[config.mk]
export PLATFORM = sky130hd
export DESIGN_NAME = uart_tx_feeder
export DESIGN_NICKNAME = d
export VERILOG_FILES = /design/src/rtl/uart_tx_feeder.sv
export SDC_FILE = /design/constraint.sdc
export NUM_CORES = 1
export LEC_CHECK = 0
export BUFFER_PORTS_ARGS = -buffer_cell sky130_fd_sc_hd__buf_4
export CELL_PAD_IN_SITES_DETAIL_PLACEMENT = 0
export CELL_PAD_IN_SITES_GLOBAL_PLACEMENT = 1
export CORE_AREA = 3 3 115 117
export DETAILED_ROUTE_END_ITERATION = 16
export DIE_AREA = 0 0 118 120
export MAX_ROUTING_LAYER = met4
export PLACE_DENSITY_LB_ADDON = 0.1
export RECOVER_POWER = 25
export SYNTH_ARGS = -nofsm -noshare
export SYNTH_HDL_FRONTEND = slang
export SYNTH_SLANG_ARGS = --single-unit
[constraint.sdc]
create_clock -name clk0 -period 4.16 [get_ports clk0]
set_input_delay 0.208 -clock clk0 [delete_from_list [all_inputs] [get_ports clk0]]
set_output_delay 0.208 -clock clk0 [all_outputs]
set_load 0.01 [all_outputs]
[src/rtl/uart_tx_feeder.sv]
// Byte FIFO plus LOAD/SHIFT sequencer that drives the UART parallel load and strobe pins.
// Optional sticky overflow flag: define UART_TXF_OVF_STICKY_EN to build it.
module uart_tx_feeder #(
  parameter int DEPTH = 16,
  parameter int AW    = 4
) (
  input  logic          clk0,
  input  logic          reset,
  input  logic          host_wr,
  input  logic [7:0]    host_wdata,
  output logic          fifo_full,
  output logic          fifo_empty,
  output logic [AW:0]   fifo_count,
  output logic          tx_busy,
  output logic          uart_cs,
  output logic          uart_rd,
  output logic          uart_wr,
  output logic [7:0]    uart_datain,
  input  logic          ovf_clr,
  output logic          ovf,
  output logic [1:0]    dbg_state
);

  // Handshake: host_wr is a fire-and-forget push; it is accepted on any rising
  // edge where fifo_full is low and silently dropped otherwise (no ready/retry).

  typedef enum logic [1:0] {
    S_IDLE  = 2'd0,
    S_LOAD  = 2'd1,
    S_SHIFT = 2'd2
  } state_e;

  localparam logic [AW:0] FULL_CNT = (AW+1)'(DEPTH);

  state_e          state_q, state_d;
  logic [2:0]      bit_cnt_q, bit_cnt_d;
  logic [AW-1:0]   wr_ptr_q, wr_ptr_d;
  logic [AW-1:0]   rd_ptr_q, rd_ptr_d;
  logic [AW:0]     count_q, count_d;
  logic [7:0]      datain_q, datain_d;
  logic [7:0]      mem_q [DEPTH];

  logic            push_ok;
  logic            pop;
  logic            last_shift;

  assign fifo_count  = count_q;
  assign fifo_full   = (count_q == FULL_CNT);
  assign fifo_empty  = (count_q == '0);
  assign tx_busy     = (state_q != S_IDLE);
  assign uart_cs     = tx_busy;
  assign uart_rd     = tx_busy;
  assign uart_wr     = 1'b0;
  assign uart_datain = datain_q;
  assign dbg_state   = state_q;

  assign push_ok    = host_wr && !fifo_full;
  assign last_shift = (state_q == S_SHIFT) && (bit_cnt_q == 3'd7);
  // A pop is only ever taken on the edge that enters LOAD.
  assign pop        = !fifo_empty && ((state_q == S_IDLE) || last_shift);

  always_comb begin
    state_d   = state_q;
    bit_cnt_d = bit_cnt_q;
    unique case (state_q)
      S_IDLE: begin
        if (pop) state_d = S_LOAD;
      end
      S_LOAD: begin
        bit_cnt_d = 3'd0;
        state_d   = S_SHIFT;
      end
      S_SHIFT: begin
        bit_cnt_d = bit_cnt_q + 3'd1;
        if (last_shift) state_d = pop ? S_LOAD : S_IDLE;
      end
      default: begin
        state_d   = S_IDLE;
        bit_cnt_d = 3'd0;
      end
    endcase
  end

  always_comb begin
    wr_ptr_d = wr_ptr_q;
    rd_ptr_d = rd_ptr_q;
    count_d  = count_q;
    datain_d = datain_q;
    if (push_ok) wr_ptr_d = wr_ptr_q + 1'b1;
    if (pop) begin
      rd_ptr_d = rd_ptr_q + 1'b1;
      datain_d = mem_q[rd_ptr_q];
    end
    unique case ({push_ok, pop})
      2'b10:   count_d = count_q + 1'b1;
      2'b01:   count_d = count_q - 1'b1;
      default: count_d = count_q;
    endcase
  end

  always_ff @(posedge clk0 or negedge reset) begin
    if (!reset) begin
      state_q   <= S_IDLE;
      bit_cnt_q <= 3'd0;
      wr_ptr_q  <= '0;
      rd_ptr_q  <= '0;
      count_q   <= '0;
      datain_q  <= 8'h00;
    end else begin
      state_q   <= state_d;
      bit_cnt_q <= bit_cnt_d;
      wr_ptr_q  <= wr_ptr_d;
      rd_ptr_q  <= rd_ptr_d;
      count_q   <= count_d;
      datain_q  <= datain_d;
    end
  end

  // Storage needs no reset: stale entries are unreachable once the pointers clear.
  always_ff @(posedge clk0) begin
    if (push_ok) mem_q[wr_ptr_q] <= host_wdata;
  end

`ifdef UART_TXF_OVF_STICKY_EN
  logic ovf_q, ovf_d;

  always_comb begin
    ovf_d = ovf_q;
    if (ovf_clr)             ovf_d = 1'b0;
    if (host_wr && fifo_full) ovf_d = 1'b1;
  end

  always_ff @(posedge clk0 or negedge reset) begin
    if (!reset) ovf_q <= 1'b0;
    else        ovf_q <= ovf_d;
  end

  assign ovf = ovf_q;
`else
  logic unused_ovf_clr;
  assign unused_ovf_clr = ovf_clr;
  assign ovf            = 1'b0;
`endif

endmodule
### Yosys cells after proc, flatten, opt, wreduce, memory -nomap -nowiden

Memories as Yosys holds them, arrays and structs flattened. A register that Yosys moved wholly into a read port is not among the register bits.
Cells that the tools add are included.

| storage, ports and cells | value |
|---|---|
| register bits | 18 |
| latch bits | 0 |
| memory bits (writable) | 128 |
| ROM bits | 0 |
| logic and storage cells | 39 |
| memories kept | 1 |

| cells by class | value |
|---|---|
| add/sub/neg operators | 5 |
| $mul | 0 |
| div/mod/pow operators | 0 |
| $lt $le $gt $ge | 0 |
| equal/unequal tests | 8 |
| shift operators | 0 |
| multiplexer cells | 8 |
| bitwise gates (word level) | 0 |
| reductions and logical operators | 12 |

Memory list:

| name | words | bits a word | read ports | clocked after memory_dff | write ports | line | text |
|---|---|---|---|---|---|---|---|
| mem_q | 16 | 8 | 1 | 1 | 1 | 41 | `logic [7:0] mem_q [DEPTH];` |

Operators with widths:

| operator | count |
|---|---|
| $pmux W5 S2 | 1 |
| $add A4 B1 Y4 const B | 2 |
| $pmux W2 S3 | 1 |
| $pmux W3 S2 | 1 |
| $add A5 B1 Y5 const B | 1 |
| $eq A5 B5 Y1 const B | 1 |
| $logic_not A5 Y1 | 1 |
| $sub A5 B1 Y5 const B | 1 |
| $eq A2 B1 Y1 const B | 2 |
| $eq A2 B2 Y1 const B | 2 |
| $mux W2 | 2 |
| $ne A2 B2 Y1 const B | 2 |
| $reduce_bool A2 Y1 | 2 |
| $add A3 B1 Y3 const B | 1 |
| $eq A3 B3 Y1 const B | 1 |
| $logic_and A1 B1 Y1 | 3 |
| $logic_not A1 Y1 | 3 |
| $mux W1 | 3 |
| $logic_not A2 Y1 | 1 |
| $reduce_and A2 Y1 | 1 |
| $logic_or A1 B1 Y1 | 1 |

### Logic depth before layout (Yosys ltp)

| logic depth | value |
|---|---|
| depth after elaboration | 7 |
| gate-level depth with buffers | 14 |
| mapped depth without buffers | 12 |

### Worst setup path after synthesis

Ideal clock, no wire load.

| timing | value |
|---|---|
| kind | reg-to-reg |
| start | reg count_q[0] (netlist: fifo_count[0]) |
| end | reg count_q[4] (netlist: fifo_count[4]) |
| library setup time | 0.080 ns |
| data arrival time | 2.945 ns |
| slack | 1.135 ns |
| stages on the path, launching flop included | 13 |
| clock period less this slack | 3.025 ns |
| cells stage by stage | dfrtp_1 > nor4_2 > a221o_1 > buf_2 > inv_2 > ha_1 > clkbuf_1 > xor2_1 > ha_1 > or3b_1 > a211o_1 > a21oi_1 > xnor2_1 |

| on the way | value |
|---|---|
| word-level cells in the longest chain between the ends | 5 |
| elaborated cells between the ends (all ways) | 12 |
| those cells by class | 2 x add/sub; 3 x eq/ne; 1 x mux; 6 x reduce/logical |

RTL lines:

| what | line | text |
|---|---|---|
| from (decl) | 39 | `logic [AW:0] count_q, count_d;` |
| from (signal assigned) | 114 | `count_q <= count_d;` |
| $logic_not A5 Y1 * | 49 | `assign fifo_empty = (count_q == '0);` |
| $logic_not A1 Y1 * | 60 | `assign pop = !fifo_empty && ((state_q == S_IDLE) \|\| last_shift);` |
| $logic_and A1 B1 Y1 * | 60 |  |
| net pop | 44 | `logic pop;` |
| $eq A2 B1 Y1 / $eq A2 B2 Y1 (equally long branches) | 94 | `unique case ({push_ok, pop})` |
| $pmux W5 S2 / $reduce_bool A2 Y1 (equally long branches) | n/a |  |

Mark *: on every way through the listed nets, which the timed path passes. The rest lies on a longest branch.
A chain may end at the register's enable or synchronous reset.

### Worst setup path in the final report

| timing | value |
|---|---|
| start | reg count_q[0] (netlist: fifo_count[0]) |
| end | reg count_q[4] (netlist: fifo_count[4]) |

| on the way | value |
|---|---|
| word-level cells in the longest chain between the ends | 5 |
| elaborated cells between the ends (all ways) | 12 |
| those cells by class | 2 x add/sub; 3 x eq/ne; 1 x mux; 6 x reduce/logical |

RTL lines:

| what | line |
|---|---|
| $eq A5 B5 Y1 / $logic_not A5 Y1 (equally long branches) | 48, 49 |
| $logic_not A1 Y1, on equally long branches | 57, 60 |
| $logic_and A1 B1 Y1, on equally long branches | 57, 60 |
| $eq A2 B1 Y1 / $eq A2 B2 Y1 (equally long branches) | 94 |
| $pmux W5 S2 / $reduce_bool A2 Y1 (equally long branches) | n/a |

Several ways; a longest one is shown, not always the timed one.

==> impl_results.html <==
<table>
<tr><th>Metric</th><th>Value</th></tr>
<tr><th colspan="2">Run</th></tr>
<tr><td>Max-Cap Viols</td><td>0</td></tr>
<tr><th colspan="2">Layout</th></tr>
<tr><td>Most frequent cells in the layout</td><td>128 x edfxtp_1, 29 x buf_4, 25 x dfrtp_1</td></tr>
<tr><td>Fraction of final layout cells with drive strength greater than 1</td><td>0.237</td></tr>
<tr><td>Area taken by multi-input logic gates</td><td>1670 sq um</td></tr>
<tr><td>Area of all sequential standard cells</td><td>4500 sq um</td></tr>
<tr><td>Core Util, Final</td><td>0.588</td></tr>
<tr><td>Final antenna diode count</td><td>0</td></tr>
<tr><td>Area overhead of the layout relative to synthesis</td><td>16.1%</td></tr>
<tr><td>Most common cell after layout, fill and taps aside</td><td>edfxtp_1</td></tr>
<tr><td>Number of nets in the layout</td><td>397</td></tr>
<tr><td>Number of fill cells</td><td>962</td></tr>
<tr><th colspan="2">Drt</th></tr>
<tr><td>Total number of vias</td><td>3089</td></tr>
<tr><td>Final routed wire length divided by cell count</td><td>20.6 microns</td></tr>
<tr><td>Post-DR vias/cell</td><td>approximately 5.5</td></tr>
<tr><td>DR DRC count</td><td>0</td></tr>
<tr><td>DRC marker count from the first detailed-route iteration</td><td>228</td></tr>
<tr><td>Total length of routed wires</td><td>11600 microns</td></tr>
<tr><td>Number of routed nets with antenna violations</td><td>0</td></tr>
<tr><td>Iteration count of the initial detailed-routing pass</td><td>4</td></tr>
<tr><th colspan="2">Worst setup path</th></tr>
<tr><td>Number of cell instances on the worst register-to-register path</td><td>10</td></tr>
<tr><td>Startpoint of the worst register-to-register path</td><td>fifo_count[0]</td></tr>
<tr><td>Start-to-end type of the worst setup path</td><td>flop to flop</td></tr>
<tr><td>End of the worst register-to-register path</td><td>fifo_count[4]</td></tr>
<tr><td>Worst setup path startpoint</td><td>fifo_count[0]</td></tr>
<tr><td>Worst setup path endpoint</td><td>fifo_count[4]</td></tr>
<tr><td>Endpoint type of the worst setup path</td><td>flop</td></tr>
<tr><td>Arrival time at the worst endpoint</td><td>around 3.4 ns</td></tr>
<tr><td>Critical-path maximum fanout</td><td>9</td></tr>
<tr><td>Required time of the critical path</td><td>4.50 ns</td></tr>
<tr><td>R2r setup slk</td><td>1.14 ns</td></tr>
<tr><td>Startpoint class of the critical path</td><td>flop</td></tr>
<tr><th colspan="2">Clock network</th></tr>
<tr><td>TritonCTS Buffers</td><td>17</td></tr>
<tr><td>CTS max path bufs</td><td>2</td></tr>
<tr><td>Level count of the clock H-tree</td><td>4</td></tr>
<tr><td>Clock Sinks</td><td>154</td></tr>
<tr><td>Post-CTS Repair Setup Buffers</td><td>0</td></tr>
<tr><td>Worst-path clk slew</td><td>roughly 0.06 ns</td></tr>
<tr><td>Clock latency reported for the late side of the worst-skew pair</td><td>0.42 ns</td></tr>
<tr><td>Clock Tree Root</td><td>clkbuf_16</td></tr>
<tr><td>CTS tree</td><td>yes</td></tr>
<tr><th colspan="2">Floorplan</th></tr>
<tr><td>Chip width</td><td>118 microns</td></tr>
<tr><td>Starting Density</td><td>0.507</td></tr>
<tr><td>Row count</td><td>41</td></tr>
<tr><td>Die Outline Area</td><td>14200 sq um</td></tr>
<tr><td>Area inside the core boundary</td><td>12500 sq um</td></tr>
<tr><td>Die height</td><td>120 microns</td></tr>
<tr><td># IOs</td><td>34</td></tr>
<tr><th colspan="2">Logic synthesis</th></tr>
<tr><td>Top flip-flop cell by instance count after synthesis</td><td>edfxtp_1</td></tr>
<tr><td>Synthesized instance count</td><td>about 340</td></tr>
<tr><td>Summed instance area of the synthesized netlist</td><td>6320 sq um</td></tr>
<tr><td>Total number of yosys warnings</td><td>0</td></tr>
<tr><td>Mean cell area of the mapped netlist</td><td>18.5 sq um</td></tr>
<tr><td>Proportion of synthesized chip area in sequential cells</td><td>0.711</td></tr>
<tr><td>Number of enable-type register cells in the synthesized netlist</td><td>about 130</td></tr>
<tr><td>Register bit total from synthesis</td><td>around 150</td></tr>
<tr><td>Count of distinct cell types in the synthesized netlist</td><td>40</td></tr>
<tr><td>Share of synthesized registers carrying an async set or reset</td><td>0.169</td></tr>
<tr><th colspan="2">Placed design</th></tr>
<tr><td>Routability congestion estimate</td><td>roughly 0.73</td></tr>
<tr><td>DP Wirelength</td><td>7320 microns</td></tr>
<tr><td>Number of port buffers</td><td>30</td></tr>
<tr><th colspan="2">GRT</th></tr>
<tr><td>Overall fraction of global-route tracks in use</td><td>0.185</td></tr>
<tr><td>Sum of overflow across all layers after global routing</td><td>0</td></tr>
<tr><td>Wire length of the first global-routing pass</td><td>18400 microns</td></tr>
<tr><td>Number of global-route vias before repair</td><td>between 3000 and 4000</td></tr>
<tr><td>Antenna violations before repair</td><td>0</td></tr>
<tr><td>Largest net degree at the start of global routing</td><td>36</td></tr>
<tr><th colspan="2">Timing</th></tr>
<tr><td>Setup repair after global routing missed its margin</td><td>no</td></tr>
<tr><td>Share of the clock period used by the worst path</td><td>0.727</td></tr>
<tr><td>Normalized max-slew margin</td><td>0.277</td></tr>
<tr><td>Hold Violations, Final</td><td>0</td></tr>
<tr><td>Clock tree skew after final layout</td><td>just under 0.005 ns</td></tr>
<tr><td>Transition time at the pin with the least slew margin</td><td>1.08 ns</td></tr>
<tr><td>Sum of negative setup slack</td><td>0 ns</td></tr>
<tr><td>Worst hold slack</td><td>0.126 ns</td></tr>
<tr><td>Number of max-slew violations in the final report</td><td>0</td></tr>
<tr><td>Post-route minimum period</td><td>3.02 ns</td></tr>
<tr><td>Peak clock frequency supported by timing</td><td>331 MHz</td></tr>
<tr><td>Number of setup violations in the final report</td><td>0</td></tr>
<tr><th colspan="2">Status</th></tr>
<tr><td>Result of the run</td><td>completed</td></tr>
<tr><th colspan="2">Power and ir drop</th></tr>
<tr><td>Total leakage power</td><td>roughly 2.6 nW</td></tr>
<tr><td>Worst-case vdd ir drop</td><td>0.351 mV</td></tr>
<tr><td>Power density relative to cell area</td><td>746 nW/um^2</td></tr>
<tr><th colspan="2">Worst hold path</th></tr>
<tr><td>Startpoint of the lowest-slack hold path</td><td>host_wdata[1]</td></tr>
<tr><td>Hold/Removal Path Class</td><td>input pin to flop</td></tr>
</table>
flip-flops by register name (all words and copies together) (netlist names):
signal and flops:
rd_ptr_q 4, wr_ptr_q 4, mem_q 128, bit_cnt_q 3
uart_datain 8, fifo_count 5, dbg_state 2
worst min path at each step:
stage,cells after the start,end
final,1,mem_q[7][1]
after global routing,1,mem_q[14][1]
after CTS,1,mem_q[13][7]
after detailed placement,1,fifo_count[2]
after global placement,1,fifo_count[2]
after floorplan,0,bit_cnt_q[0]
cells by family (layout without fill, tap and decap cells):
| kind of cell | Yosys count | in the layout | share of synthesized area |
|---|---|---|---|
| AO/OA/AOI/OAI | 34 | 34 | 0.0398 |
| other | 1 | 2 | 0.000593 |
| multiplexers | 44 | 44 | 0.138 |
| buffers and inverters | 30 | 76 | 0.0273 |
| XOR/XNOR | 14 | 14 | 0.0194 |
| adder cells (fa/ha/maj) | 10 | 10 | 0.0198 |
| flip-flops | 154 | 154 | 0.711 |
| AND/OR/NAND/NOR | 54 | 54 | 0.0436 |
final cells by class:
| cell class | instances | share of cell area |
|---|---|---|
| Clock buffer | 18 | 0.0585 |
| Tap cell | 172 | 0.0293 |
| Clock inverter | 14 | 0.0341 |
| Sequential cell | 154 | 0.613 |
| Timing Repair Buffer | 37 | 0.0346 |
| Inverter | 7 | 0.00358 |
| Multi-Input combinational cell | 158 | 0.227 |
routing by layer:
layer,vias to the layer above,track usage,routed length [microns]
li1,1400,-,-
met1,1606,0.234,5210
met2,65,0.286,5740
met3,18,0.0490,432
met4,0,0.0777,175
met5,-,-,0
Yosys cell counts, types with 2 or more instances:
library cell,instances,area share
a211o_1,9,0.012
a21oi_1,11,0.0087
a22o_1,8,0.011
and2_1,2,0.0020
buf_1,2,0.0012
buf_2,5,0.0040
buf_4,5,0.0059
buf_6,2,0.0036
clkbuf_1,7,0.0042
dfrtp_1,26,0.10
edfxtp_1,128,0.61
ha_1,10,0.020
inv_1,6,0.0036
mux2_2,2,0.0036
mux2i_1,10,0.016
mux4_1,8,0.033
mux4_2,24,0.086
nand2_1,10,0.0059
nand2b_1,2,0.0020
nand4_1,2,0.0020
nor2_1,18,0.011
nor2b_1,9,0.0089
nor3_1,5,0.0040
o21ai_0,2,0.0016
xnor2_1,9,0.012
xor2_1,5,0.0069
critical path: stages (launching register included):
cell	delay, ns
dfrtp_1	0.45
nor4_2	0.48
a21boi_2	0.23
inv_1	0.13
ha_1	0.35
xor2_1	0.11
ha_1	0.23
or3b_1	0.35
a211o_1	0.29
a21oi_1	0.17
xnor2_1	0.13
per-stage QoR:
step | cell area [sq um] | power [mW] | setup slack [ns] | instances
global route | 7340 | 5.78 | 0.844 | 560
finish | 7340 | 5.48 | 1.14 | 560
floorplan | 6320 | 3.34 | 1.14 | 342
detailed placement | 6670 | 3.79 | 1.09 | 527
CTS | 7360 | 5.55 | 1.07 | 560
global placement | 6670 | 3.76 | 1.11 | 527
power breakdown:
| part | leakage [nW] | switching (mW) | internal (mW) |
|---|---|---|---|
| sequential | 1.47 | 0.271 | 1.94 |
| clock | 0.331 | 0.580 | 1.18 |
| combinational | 0.816 | 0.729 | 0.782 |
| total | 2.62 | 1.58 | 3.90 |
timing repair:
action,in CTS,in global routing
gates resized for setup,0,0
hold endpoints to repair,26,0
hold buffers,1,0
Note: power is estimated with default switching activity, not from simulation.
